### src/rtl/bldc_pkg.sv
// Shared BLDC definitions: hall-to-sector map, sector stepping helpers, meter states
// and the default tick prescale also used by the PWM clock divider.
package bldc_pkg;

    localparam int         PWM_PRESCALE = 42;
    localparam logic [2:0] SEC_INVALID  = 3'd7;

    typedef enum logic [1:0] {
        IDLE,
        ARM,
        RUN,
        STALL
    } meter_state_e;

    // Gray-style hall sequence; 000 and 111 can never occur on a healthy motor.
    function automatic logic [2:0] hall_to_sector(input logic [2:0] code);
        case (code)
            3'b001:  return 3'd0;
            3'b011:  return 3'd1;
            3'b010:  return 3'd2;
            3'b110:  return 3'd3;
            3'b100:  return 3'd4;
            3'b101:  return 3'd5;
            default: return SEC_INVALID;
        endcase
    endfunction

    function automatic logic [2:0] sector_fwd(input logic [2:0] s);
        return (s == 3'd5) ? 3'd0 : s + 3'd1;
    endfunction

    function automatic logic [2:0] sector_rev(input logic [2:0] s);
        return (s == 3'd0) ? 3'd5 : s - 3'd1;
    endfunction

endpackage

### src/rtl/hall_sync_filter.sv
// Two-flop synchroniser for the raw hall pins plus an optional stability filter
// (enabled with HALL_FILTER_EN) that accepts a code only after FILT_LEN equal samples.
module hall_sync_filter #(
    parameter int FILT_LEN = 4
) (
    input  logic       clk,
    input  logic       rst,
    input  logic [2:0] hall,
    output logic [2:0] code
);

    logic [2:0] meta;
    logic [2:0] hs;

    if (FILT_LEN < 1) begin : g_bad_filt_len
        $error("FILT_LEN must be at least 1");
    end

    always_ff @(posedge clk) begin
        if (rst) begin
            meta <= '0;
            hs   <= '0;
        end else begin
            meta <= hall;
            hs   <= meta;
        end
    end

`ifdef HALL_FILTER_EN
    localparam int FW = $clog2(FILT_LEN + 1);

    logic [2:0]    cand;
    logic [2:0]    clean;
    logic [FW-1:0] run_len;

    // run_len counts consecutive samples of cand that differ from the accepted code
    always_ff @(posedge clk) begin
        if (rst) begin
            cand    <= '0;
            clean   <= '0;
            run_len <= '0;
        end else if (hs == clean) begin
            cand    <= hs;
            run_len <= '0;
        end else if (hs != cand) begin
            cand    <= hs;
            run_len <= FW'(1);
            if (FILT_LEN == 1) begin
                clean   <= hs;
                run_len <= '0;
            end
        end else if (int'(run_len) + 1 >= FILT_LEN) begin
            clean   <= hs;
            run_len <= '0;
        end else begin
            run_len <= run_len + FW'(1);
        end
    end

    assign code = clean;
`else
    assign code = hs;
`endif

endmodule

### src/rtl/hall_period_meter.sv
// BLDC hall period meter: tick-counts the interval between commutation edges and reports
// period, sector, direction, stall and invalid-code pulses. Optional filter: HALL_FILTER_EN.
module hall_period_meter
    import bldc_pkg::*;
#(
    parameter int PRESCALE = PWM_PRESCALE,
    parameter int CNT_W    = 16,
    parameter int TIMEOUT  = 60000,
    parameter int FILT_LEN = 4
) (
    input  logic             clk,
    input  logic             rst,
    input  logic             en,
    input  logic [2:0]       hall,
    output logic [CNT_W-1:0] period,
    output logic             period_valid,
    output logic [2:0]       sector,
    output logic             dir,
    output logic             stall,
    output logic             hall_err
);

    localparam int PW = $clog2(PRESCALE);

    if (PRESCALE < 2 || PRESCALE > 255) begin : g_bad_prescale
        $error("PRESCALE must be within 2..255");
    end
    if (TIMEOUT >= (2 ** CNT_W) - 1) begin : g_bad_timeout
        $error("TIMEOUT must be below 2**CNT_W - 1");
    end

    logic [2:0]       code;
    logic [2:0]       code_q;
    logic [2:0]       sec_now;
    logic [2:0]       last_sec;
    logic [PW-1:0]    pcnt;
    logic [CNT_W-1:0] cnt;
    meter_state_e     state;

    logic tick;
    logic code_chg;
    logic valid_now;
    logic edge_det;
    logic fwd_step;
    logic rev_step;
    logic timed_out;

    hall_sync_filter #(
        .FILT_LEN (FILT_LEN)
    ) u_sync (
        .clk  (clk),
        .rst  (rst),
        .hall (hall),
        .code (code)
    );

    assign sec_now   = hall_to_sector(code);
    assign valid_now = (sec_now != SEC_INVALID);
    assign code_chg  = (code != code_q);
    // Invalid codes are transparent: edges compare against the last valid sector.
    assign edge_det  = valid_now && (sec_now != last_sec) && (state != IDLE);
    assign fwd_step  = (sec_now == sector_fwd(last_sec));
    assign rev_step  = (sec_now == sector_rev(last_sec));
    assign tick      = en && (pcnt == PW'(PRESCALE - 1));
    assign timed_out = (cnt == CNT_W'(TIMEOUT));

    always_ff @(posedge clk) begin
        if (rst) begin
            state        <= IDLE;
            pcnt         <= '0;
            cnt          <= '0;
            period       <= '0;
            period_valid <= 1'b0;
            sector       <= SEC_INVALID;
            last_sec     <= SEC_INVALID;
            dir          <= 1'b1;
            stall        <= 1'b0;
            hall_err     <= 1'b0;
            code_q       <= '0;
        end else begin
            code_q       <= code;
            hall_err     <= code_chg && !valid_now;
            period_valid <= 1'b0;

            if (!en) begin
                // Interval in flight is dropped; period, dir and sector keep their values.
                state <= IDLE;
                pcnt  <= '0;
                cnt   <= '0;
                stall <= 1'b0;
            end else begin
                sector <= sec_now;
                pcnt   <= tick ? '0 : pcnt + PW'(1);
                if (tick && !timed_out)
                    cnt <= cnt + CNT_W'(1);

                case (state)
                    IDLE: begin
                        pcnt <= '0;
                        cnt  <= '0;
                        if (valid_now) begin
                            last_sec <= sec_now;
                            state    <= ARM;
                        end
                    end
                    ARM, RUN, STALL: begin
                        if (edge_det) begin
                            // Every accepted edge re-phases the prescaler.
                            last_sec <= sec_now;
                            pcnt     <= '0;
                            cnt      <= '0;
                            stall    <= 1'b0;
                            state    <= RUN;
                            if (fwd_step)
                                dir <= 1'b1;
                            else if (rev_step)
                                dir <= 1'b0;
                            if (state == RUN && (fwd_step || rev_step)) begin
                                period       <= cnt + CNT_W'(tick);
                                period_valid <= 1'b1;
                            end
                        end else if (state == RUN && timed_out) begin
                            state <= STALL;
                            stall <= 1'b1;
                        end
                    end
                    default: state <= IDLE;
                endcase
            end
        end
    end

endmodule

### config.mk
export PLATFORM = sky130hd
export DESIGN_NAME = hall_period_meter
export DESIGN_NICKNAME = d
export VERILOG_FILES = /design/src/rtl/bldc_pkg.sv /design/src/rtl/hall_sync_filter.sv /design/src/rtl/hall_period_meter.sv
export SDC_FILE = /design/constraint.sdc
export NUM_CORES = 1
export LEC_CHECK = 0
export ABC_CLOCK_PERIOD_IN_PS = 2200
export CAP_MARGIN = 20
export CELL_PAD_IN_SITES_DETAIL_PLACEMENT = 0
export CELL_PAD_IN_SITES_GLOBAL_PLACEMENT = 1
export CORE_ASPECT_RATIO = 1.5
export CORE_MARGIN = 4
export CORE_UTILIZATION = 44
export CTS_CLUSTER_SIZE = 14
export DETAILED_ROUTE_END_ITERATION = 10
export HOLD_SLACK_MARGIN = 0.05
export PLACE_DENSITY = 0.83
export SLEW_MARGIN = 20
export SYNTH_ARGS = -nofsm -noshare
export SYNTH_HDL_FRONTEND = slang
export SYNTH_SLANG_ARGS = --single-unit
### constraint.sdc
create_clock -name clk -period 2.2 [get_ports clk]
set_input_delay 0.22 -clock clk [delete_from_list [all_inputs] [get_ports clk]]
set_output_delay 0.22 -clock clk [all_outputs]
set_load 0.05 [all_outputs]
# Yosys cells after proc, flatten, opt, wreduce, memory -nomap -nowiden
# Index checks and enable logic that the tools add are counted.
[totals]
latchBits = 0
mem_count = 0
input_bits = 6
romBits = 0
regBits = 59
word_cells = 86
ramBits = 0
output_inout_bits = 23
[classes]
n_shift = 0
n_reduce_logical = 23
mux = 21
eq_ne = 21
order_cmp = 0
bitwise = 3
div = 0
mul = 0
addsub = 5
[op_table]
columns = ["cell", "count"]
rows = [
  ["2-to-1 mux 16 bit", 2],
  ["one-hot mux 16 bit (2 select lines)", 1],
  ["one-hot mux 3 bit (6 select lines)", 1],
  ["adder 16 x 1 -> 16 bit", 1],
  ["adder 16 x 1 -> 16 bit, second input constant", 1],
  ["== test 16 bit, second input constant", 1],
  ["== test 3 bit, second input constant", 4],
  ["2-to-1 mux 3 bit", 4],
  ["2-to-1 mux 6 bit", 2],
  ["one-hot mux 6 bit (2 select lines)", 1],
  ["inequality test 3 bit, second input constant", 3],
  ["AND reduction 4 bit", 2],
  ["logical AND 1 bit", 7],
  ["adder 6 x 1 -> 6 bit, second input constant", 1],
  ["== test 3 x 2 -> 1 bit, second input constant", 2],
  ["== test 3 bit", 2],
  ["== test 6 bit, second input constant", 1],
  ["2-to-1 mux 2 bit", 3],
  ["inequality test 3 bit", 2],
  ["one-hot mux 3 bit (2 select lines)", 1],
  ["nonzero test 2 bit", 3],
  ["2-to-1 mux 1 bit", 5],
  ["== test 2 bit, second input constant", 2],
  ["inequality test 2 bit, second input constant", 2],
  ["other kinds (15)", 19],
]

# Longest topological paths before layout
[logic_depth]
word_depth = 7
depth_mapped = 10
mapped_depth_nobuf = 9

# By module
# Synthesis repeated with hierarchy kept, for this count alone.
[unflattened]
cells_unflattened = 372
hier_area_um2 = 3151.8
[by_module_without_submodules]
columns = ["mod", "cells_each", "n_inst", "seq_area_each_um2", "area_per_inst_um2"]
rows = [
  ["hall_period_meter", 360, 1, 1061.0, 2994.1],
  ["hall_sync_filter", 12, 1, 120.1, 157.7],
]

# Worst setup path before layout
# OpenSTA, ideal clock, no wires.
[synth_path]
kind = "register -> register"
start = "reg pcnt[3]"
end = "reg period[13]"
required_ps = 2114
setup_time_ps = 86
path_buffers = 0
period_less_slack_ps = 2016
arrival_ps = 1930
slack_ps = 184
stages_incl_launch_ff = 9
path_cell_list = "dfxtp_1 -> nor2b_1 -> and4_1 -> ha_1 -> nand3_1 -> nor4_1 -> nand3_1 -> xor2_1 -> a211oi_1"
[synth_between]
elab_chain_len = 3
[synth_rtl]
columns = ["element", "line_no", "rtl"]
rows = [
  ["from (decl)", "hall_period_meter.sv:36", "logic [PW-1:0] pcnt;"],
  ["from (signal assigned)", "hall_period_meter.sv:93", "pcnt <= tick ? '0 : pcnt + PW'(1);"],
  ["== test 6 bit", "hall_period_meter.sv:64", "assign tick = en && (pcnt == PW'(PRESCALE - 1));"],
  ["logical AND 1 bit", "hall_period_meter.sv:64", ""],
  ["adder 16 x 1 -> 16 bit", "hall_period_meter.sv:119", "period <= cnt + CNT_W'(tick);"],
  ["to (signal assigned)", "hall_period_meter.sv:119", ""],
  ["to (decl)", "hall_period_meter.sv:15", "output logic [CNT_W-1:0] period,"],
]
# No other way between the ends.
# A chain may end at the register's enable or synchronous reset.

# Worst setup path after layout
[layout_path]
start = "reg last_sec[0]"
end = "reg dir"
[layout_between]
elab_chain_len = 5
word_cells_on_any_way = 14
classes_between = "2 x add/sub; 4 x eq/ne; 3 x mux; 5 x reduce/logical"
[layout_rtl]
columns = ["element", "line_no", "rtl"]
rows = [
  ["from (decl)", "hall_period_meter.sv:35", "logic [2:0] last_sec;"],
  ["from (signal assigned)", "hall_period_meter.sv:102", "last_sec <= sec_now;"],
  ["from (signal assigned)", "hall_period_meter.sv:109", "last_sec <= sec_now;"],
  ["adder 3 x 1 -> 3 bit, or another cell as far along", "bldc_pkg.sv:29", "return (s == 3'd5) ? 3'd0 : s + 3'd1;"],
  ["2-to-1 mux 3 bit (on tied branches)", "bldc_pkg.sv:29, bldc_pkg.sv:33", ""],
  ["== test 3 bit (on tied branches)", "hall_period_meter.sv:62, hall_period_meter.sv:63", ""],
  ["nonzero test 2 bit (no line)", "n/a", ""],
  ["AND reduction 4 bit (no line)", "n/a", ""],
  ["to (signal assigned)", "hall_period_meter.sv:76", "dir <= 1'b1;"],
  ["to (signal assigned)", "hall_period_meter.sv:115", "dir <= 1'b1;"],
  ["to (signal assigned)", "hall_period_meter.sv:117", "dir <= 1'b0;"],
  ["to (decl)", "hall_period_meter.sv:18", "output logic dir,"],
]
# Parallel ways exist; a longest one is shown, timed or not.

==> impl_metrics.ini <==
[layout]
drive_gt1_share_pct = 20.29
diodes = 0
nFillCells = 703
nNetsFinal = 426
instances_no_fill = 519
areaGrowthSynthToFinish_pct = 23.05

[clocking]
htree_levels = 3
post_cts_resize_count = 0
clk_pin_slew_ns = 0.07
ctsHoldBuffers = 0
cts_buffers = 9
clkLatencyLatePin_ns = 0.33
cts_setup_buffers = 0
ctsRootBufferMaster = clkbuf_8
clock_sinks = 59
cts_tree = done
clockBufferDepth = 2

[drt]
routed-via-count = 2836
first_pass_iters = 4
dr_wl_met3_um = 206
drc = 0
first_iter_violations = 123
drt-total-wl_mm = 7.722
top_layer = met4
wl_per_cell_um = 14.88
viasPerCell = 5.464
m1WireLength_mm = 3.039
ant_nets = 0
wl_met2_mm = 4.328

[worst_setup_path]
cp.arrival_ns = 2.33
critPathLaunchType = flop
critPathMaxStageDelay_ns = 0.56
rrSetupSlack_ns = 0.1
worstPathCellList = or4b_1 > a21boi_1 > nor3_1 > and2_4 > nor3b_1 > a221o_1
cpMaxStageDelayCell = or4b_1
critPathKind = flop to flop
cp_max_fo = 10
worstPathRequired_ns = 2.43
crit_family = simple AND/OR/NAND/NOR gates
end_kind = flop
worst-path-buf-inv = 0

[pwr]
power_density_nw_per_um2 = 563.1
leakagePower_nw = 1.355
power.share.combinational_pct = 8.3
clockPowerShare_pct = 42.8
power_switching_mw = 0.5380
seqPwrFrac_pct = 48.8
intPower_mw = 1.711
irDropWorstVdd_uv = 345.8
switching_share_pct = 23.92

[logic_synthesis]
ys_types = 61
synth_flop_cell = dfxtp_1
ys_seq_area_share_pct = 36.39
synth_nets = 385
netlist_area_um2 = 3246
async_flop_share_pct = 0
synth_area_leaders = dfxtp_1, xnor2_1, nor2_1, nor2b_1, a211oi_2
ys_ff_latch = 59
post-synth-top-area-cell = dfxtp_1
yosys_warnings = 0
synthCells = 373
synth_top_cell_area_share_pct = 36.39
synth_edf_count = 0
avgSynthCellArea_um2 = 8.701

[sta]
worst_slack_ns = 0.09982
maxSlewHeadroom_pct = 66.02
whs_ns = 0.4340
worst_slew_pin_slew_ns = 0.5082
period_share_pct = 95.46
skew_ns = 0.008173
rsz0062_at_grt = false
fin_crit_ns = 2.100
report.final.slew_viol_count = 0
fin_setup_tns_ns = 0
fmax_ghz = 0.4761
hold_viol_final = 0
setup_viol = 0

[placement]
io_buffers = 28
hpwl_mm = 5.855
post-place-ws_ns = -0.03025
gp_congestion = 0.8642
dp.cells = 503

[global_routing]
grt_pass1_vias = 2639
antenna_found_initial = 0
grt.total_usage_pct = 18.40
grt_start_max_net_pins = 38
overflow = 0
grt_pass1_wl_mm = 12.95

[floorplan]
die-area_um2 = 8843
die_h_um = 113.2
start_util_pct = 44.91
core_um2 = 7227
ioPinCount = 29
num_rows = 38
die_w_um = 78.13

[flow_run]
drv_cap = 0

[outcome]
status = finished clean

[hold_path]
hp-class = input port to flop
## cells by family after synthesis
family                     Yosys count  synth area share, %
and+or+nand+nor                    154                25.06
AOI/OAI and AO/OA                   79                18.62
DFF                                 59                36.39
buffers and inverters               37                6.747
xor gates and xnor gates            29                7.826
muxes                                9                3.045
adders and majority gates            6                2.313
## synthesized netlist by cell type, types with 6 or more instances
| library cell | n |
|---|---|
| dfxtp_1 | 59 |
| nor2_1 | 44 |
| xnor2_1 | 23 |
| nor2b_1 | 21 |
| a21oi_1 | 18 |
| nand3_1 | 17 |
| nand2_1 | 14 |
| buf_2 | 13 |
| nor3_1 | 12 |
| a211oi_2 | 10 |
| nand4_1 | 9 |
| o21ai_0 | 9 |
| a21oi_2 | 8 |
| buf_6 | 7 |
| clkbuf_1 | 7 |
| inv_1 | 7 |
| nand2b_1 | 7 |
| ha_1 | 6 |
| nor4_1 | 6 |
| xor2_1 | 6 |
## path summary, 6_finish.rpt
path              cells after the start      startpoint             end
setup / recovery                      6     last_sec[0]             dir
hold / removal                        2         hall[2]  u_sync.meta[2]
setup reg to reg                      6     last_sec[0]             dir
hold reg to reg                       1  u_sync.meta[2]  u_sync.code[2]
## power groups by stage
stage | combinational, mW | sequential [mW] | clock, mW
floorplan | 0.118 | 1.13 | 0
global placement | 0.185 | 1.12 | 0
detailed placement | 0.187 | 1.12 | 0
CTS | 0.188 | 1.10 | 0.992
global route | 0.204 | 1.10 | 1.04
finish | 0.187 | 1.10 | 0.963
## final cells by class
cell class	instances	area, um^2	share of cell area [%]
clock inverter	6	55.05	1.378
timing repair buffer	60	583.1	14.60
sequential	59	1186	29.70
tap	100	125.1	3.133
inverter	7	26.28	0.6579
clock buffer	10	137.6	3.446
multi-input combinational	277	1881	47.09
## state kept, by name, summed over array words and instances (netlist names), 2 cells and up
register	flops
sector	3
pcnt	6
state	2
u_sync.code	3
cnt	16
period	16
u_sync.meta	3
last_sec	3
code_q	3
## per-layer routing
layer / up-vias / GRT usage, %
li1: 1405 / -
met1: 1372 / 20.06
met2: 44 / 34.50
met3: 15 / 3.344
met4: 0 / 7.351
met5: - / 0
## placed cells by master (no fill, tap or decap), types with 6 or more instances in the layout
| cell type | instances |
|---|---|
| ha_1 | 6 |
| nand3_1 | 17 |
| nand2_1 | 13 |
| nand2b_1 | 6 |
| o21ai_0 | 9 |
| a211oi_2 | 10 |
| xor2_1 | 6 |
| nand4_1 | 9 |
| nor3_1 | 12 |
| inv_1 | 7 |
| clkdlybuf4s50_1 | 28 |
| nor2_1 | 44 |
| dfxtp_1 | 55 |
| a21oi_1 | 18 |
| clkbuf_8 | 10 |
| xnor2_1 | 23 |
| a21oi_2 | 8 |
| buf_4 | 27 |
| nor2b_1 | 20 |
## metrics by stage
| step | util [%] | power [mW] | cell area (um^2) |
|---|---|---|---|
| floorplan | - | 1.249 | 3246 |
| finish | 55.26 | 2.249 | 3994 |
| global placement | 52.04 | 1.307 | 3761 |
| detailed placement | 52.04 | 1.309 | 3761 |
| CTS | 54.71 | 2.278 | 3954 |
| global route | 55.26 | 2.340 | 3994 |
Power figures use the tool's default switching activity.
==> patch 1, RTL diff (same flow settings) <==
The 4 states of `meter_state_e` get a Gray code encoding in 2 bits.
--- a/src/rtl/bldc_pkg.sv
+++ b/src/rtl/bldc_pkg.sv
@@ -8,6 +8,6 @@
     typedef enum logic [1:0] {
-        IDLE,
-        ARM,
-        RUN,
-        STALL
+        IDLE  = 2'b00,
+        ARM   = 2'b01,
+        RUN   = 2'b11,
+        STALL = 2'b10
     } meter_state_e;
Formal check against the unedited RTL: no difference found for any inputs over 10 cycles, from zero or initial values and one cycle with rst high; not proved beyond that.
==> patch 1 against the unedited design <==
Count of clock-buffer cells in the layout grew 1. Via count grew 2.5%. Setup slack gained 57 ps. Cell area shrank 2.9%. Synthesized cell count shrank 0.27%. Power grew 2.0%. Routed wire length grew 1.8%. Synthesized area shrank 4.4%. Highest routed layer unchanged. Non-clock buffer count grew 9. Sequential cell count is the same. Core utilization grew 1.3 points. First-iteration DRC count grew 12%.
==> patch 1: results (changes against the unedited design) <==
[grt]
grt_util_met2_pct=36.2  ; +1.7 points
grt_max_degree=36  ; -5.3%
use_met3_pct=3.41  ; +0.071 points
grt_pass1_wl_um=13400  ; +3.5%
grt_antenna_before_repair=0  ; unchanged
grt_pass1_vias=2845  ; +7.8%
track_usage_pct=19.4  ; +1.0 points
grt_use_met1_pct=20.7  ; +0.65 points

[route]
wl_met3_um=203  ; -1.5%
dr.pass1.iters=4  ; unchanged
top_layer=met4
met2_length_um=4320  ; -0.25%
wirelength_um=7860  ; +1.8%
drt_iter0_drc=138  ; +12%
dr_total_vias=2906  ; +2.5%
m1WireLength_um=3150  ; +3.6%

[clock_network]
htree_levels=3  ; unchanged
root_buffer=clkbuf_8
clk_path_buf_depth=2  ; unchanged
cts.clk_slew.worst_paths_ps=70  ; about the same
post_cts_buffers=0  ; unchanged
cts-resized-gates=0  ; unchanged
cts_inserted_buffers=9  ; unchanged
clk_latency_ps=350  ; +20 ps

[pwr]
p_leak_nw=1.33  ; -2.0%
ir_worst_vdd_mv=0.476  ; +38%

[synth]
ys_async_sr_fraction_pct=0  ; unchanged
syn_area_per_cell_um2=8.34  ; -4.1%
synthesis.nets=384  ; -0.26%
synth_seq_area_share_pct=38.1  ; +1.7 points
yosys-top-cells-area=dfxtp_1, a21oi_1, xnor2_1
ys.warnings.count=0  ; unchanged
synth_top_area_share_pct=38.1  ; +1.7 points
synthTopCellsByCount=dfxtp_1, a21oi_1, nor2_1
synth_cell_type_count=55  ; -9.8%

[placed_design]
place_congestion=0.868  ; +0.42%
port_buffers=28  ; unchanged
dp.cells=491  ; -2.4%
place_hpwl_um=5860  ; about the same

[worst_setup_path]
worstPathArrival_ps=2320
max_stage_delay_ps=460  ; -100 ps
cp_max_fo=16  ; +6
slowest_stage=or3_2

[cells_and_area]
instances_no_fill=507  ; -2.3%
drive_gt1_share_pct=18.2  ; -2.1 points
antennaDiodeCount=0  ; unchanged
largestRegisters=cnt (16), period (16), pcnt (6)
num-fill-cells=664  ; -5.5%
final_nets=436  ; +2.3%

[outcome]
status=complete, no violations

[min_path]
hold_path_class=in2reg

[sta]
tightest_slew_ps=510  ; +1.83 ps
skew_ps=8.86  ; +0.683 ps

-- patch 1: cells by family (layout without fill, tap and decap cells) --
| kind of cell | count (synthesis) | in the layout | share of synthesized area [%] |
|---|---|---|---|
| buffers and inverters | 36 | 93 | 5.89 |
| AOI/OAI and AO/OA | 99 | 99 | 18.9 |
| DFF | 59 | 59 | 38.1 |
| and+or+nand+nor | 146 | 146 | 27.3 |
| xor gates and xnor gates | 23 | 23 | 6.49 |
| muxes | 3 | 3 | 1.01 |
| adders and majority gates | 6 | 6 | 2.42 |
-- patch 1: final timing paths --
path                                        to  cells past startpoint      startpoint  slack (ps)
worst min-delay path            u_sync.meta[1]                      2         hall[1]         430
worst min register to register  u_sync.code[2]                      1  u_sync.meta[2]         440
worst max-delay path                    cnt[3]                      8          cnt[1]         160
worst max register to register          cnt[3]                      8          cnt[1]         160
-- patch 1: report_power, final --
part	leakage (nW)	switching, mW	internal [mW]
sequential	0.479	0.0191	1.08
combinational	0.750	0.116	0.0935
clock	0.0991	0.434	0.548
total	1.33	0.569	1.73
-- patch 1: critical path: cells and delay by family (launching register included) --
kind            cells  cell delay [ps]
compound gates      1              140
simple gates        5             1120
flops               1              420
buf+inv             1               90
fa+ha+maj           1              190
-- patch 1: cell type report --
type                       count  area (µm²)  area share [%]
clock buffer                  11         141            3.65
clock inverter                 5        52.6            1.35
sequential                    59        1190            30.6
timing repair buffer          69         601            15.5
tap                           78        97.6            2.52
inverter                       8        30.0           0.774
multi-input combinational    277        1770            45.6
-- patch 1: per-stage QoR --
stage,setup slack (ps),power [mW],TNS [ps],area [µm²]
2_1_floorplan,81.6,1.25,0,3100
3_3_place_gp,30.8,1.33,0,3650
3_5_place_dp,-19.1,1.33,-27.0,3650
4_1_cts,0.230,2.32,0,3840
5_1_grt,22.5,2.38,0,3880
6_report,157,2.29,0,3880
==> patch 2, RTL diff (same settings) <==
Without the edit above. `CNT_W`: 16 -> 17.
--- a/src/rtl/hall_period_meter.sv
+++ b/src/rtl/hall_period_meter.sv
@@ -6,3 +6,3 @@
     parameter int PRESCALE = PWM_PRESCALE,
-    parameter int CNT_W    = 16,
+    parameter int CNT_W    = 17,
     parameter int TIMEOUT  = 60000,
Interface: changed (resized period); port bits go from 29 to 30. No check against the original RTL was run, so the function may have changed too.
==> patch 2 against the unedited design <==
Core utilization rose by 5.2 points. Synthesized area decreased by 2.2%. Final cell count shrank 0.19%. Clock skew barely moved. Worst hold slack better by 3.5 ps. Routed wire length increased by 8.2%. Critical endpoint is now period[0]. Cell area up 5.2%. Power is 13% higher. Via count increased by 6.3%. Sequential share of layout area shrank 0.48 points. Critical path type unchanged. Setup slack improved by 4.8 ps. Count of clock-buffer cells in the layout rose by 2. Sequential cell count grew 2. Die area decreased by 2.0%.
==> patch 2: results (changes against the unedited design) <==
[route]
drt_iter0_drc=137  ; +11%
dr.pass1.iters=5  ; +1
wirelength_um=8360  ; +8.2%
viasPerCell=5.82  ; +6.6%

[cells_and_area]
largestRegisters=cnt (17), period (17), pcnt (6)
final_nets=447  ; +4.9%
drive_gt1_share_pct=21.4  ; +1.1 points
instances_no_fill=518  ; -0.19%
num-fill-cells=607  ; -14%

[worst_setup_path]
max_stage_delay_ps=390  ; -170 ps
r2r-start=u_sync.code[1]
worstRegToRegCells=10  ; +4
slowest_stage=dfxtp_4
worstPathArrival_ps=2360  ; +30 ps
cp_max_fo=16  ; +6
rr_endpoint=period[0]

[clock_network]
clk_latency_ps=330  ; about the same
root_buffer=clkbuf_8
htree_levels=3  ; unchanged
clk_path_buf_depth=2  ; unchanged

[grt]
grt_pass1_wl_um=13600  ; +4.7%
grt_antenna_before_repair=0  ; unchanged
track_usage_pct=19.2  ; +0.76 points
grt_pass1_vias=2962  ; +12%

[placed_design]
placed_cell_area_mm2=0.00379  ; +0.90%
port_buffers=29  ; +3.6%
pre_cts_slack_ps=-120  ; -89.8 ps
place_congestion=0.853  ; -1.3%
place_hpwl_um=6010  ; +2.6%
dp.cells=499  ; -0.80%

[sta]
tightest_slew_ps=534  ; +25.9 ps
drv_slew=0  ; unchanged
whs_ps=437  ; +3.48 ps
skew_ps=7.86  ; -0.315 ps

[synth]
yosys-top-cells-area=dfxtp_1, a21oi_1, xnor2_1
ys.warnings.count=0  ; unchanged
ys_async_sr_fraction_pct=0  ; unchanged
synth_cell_type_count=52  ; -15%
synthesis.nets=388  ; +0.78%
syn_area_per_cell_um2=8.44  ; -3.0%
synthTopCellsByCount=dfxtp_1, a21oi_1, nor2_1
synth_seq_area_share_pct=38.5  ; +2.1 points

[min_path]
min_path_cells=1  ; -1
hold_path_class=reg2reg
hold_end=u_sync.code[1]
hp-start=u_sync.meta[1]

[pwr]
ir_worst_vdd_mv=0.294  ; -15%
p_leak_nw=1.44  ; +6.0%

[outcome]
status=complete, no violations

[patch 2: cell types whose count changed in the layout (fill, tap and decap cells not counted), moves of 8 or more]
cell      delta
a21oi_2      -8
a311oi_1    +15
a21oi_1     +17
buf_4       +19
a211oi_2     -9
nor2_1      -15
[patch 2: kinds of logic (layout without fill, tap and decap cells)]
kind of cell    count (synthesis)  count (layout)  share of synthesized area (%)
buf+inv                        38             102                           5.56
simple gates                  143             143                           24.5
xor+xnor                       27              27                           7.45
fa+ha+maj                       6               6                           2.37
flops                          61              61                           38.5
compound gates                 98              98                           20.5
mux                             3               3                           1.10
[patch 2: how the worst max path moves through the flow]
stage                        start    endpoint  slack (ps)  cells past startpoint
floorplan                  pcnt[0]   period[9]          80                      9
global placement                en   period[9]         -80                      9
detailed placement              en  period[11]        -120                      9
CTS                        pcnt[1]  period[11]           8                     11
global route        u_sync.code[1]  period[14]         -50                      8
finish              u_sync.code[1]   period[0]         100                     10
[patch 2: area by class of cell]
cell class,instances,area (µm²),area share (%)
Multi-Input combinational cell,277,1920,45.7
Sequential cell,61,1230,29.2
Timing Repair Buffer,78,701,16.7
Clock buffer,12,155,3.69
Tap cell,78,97.6,2.32
Clock inverter,4,70.1,1.67
Inverter,8,30.0,0.715
[patch 2: repair_timing]
item                                    in CTS  in global routing
resized for setup                            8                 26
gates cloned                                 0                  1
endpoints found under the setup margin      27                 28
pin swaps                                    0                  8
setup buffers                                0                  2
endpoints found under the hold margin        0                  0
[patch 2: layer usage]
layer  vias to the layer above  wire [µm]  track usage (%)
met4                         0        226             8.79
met1                      1437       3370             20.4
met3                        21        252             3.72
li1                       1491          -                -
met5                         -          0                0
met2                        67       4510             35.7
[patch 2: worst max-delay path, delay by kind of cell, from the launching register on]
family / cells / cell delay (ps)
AO/OA/AOI/OAI: 2 / 490
buffers and inverters: 4 / 620
flip-flops: 1 / 390
AND/OR/NAND/NOR: 4 / 500
[patch 2: power breakdown]
part / total (mW) / internal, mW / switching, mW
clock: 1.14 / 0.697 / 0.441
combinational: 0.276 / 0.129 / 0.147
sequential: 1.13 / 1.12 / 0.0146
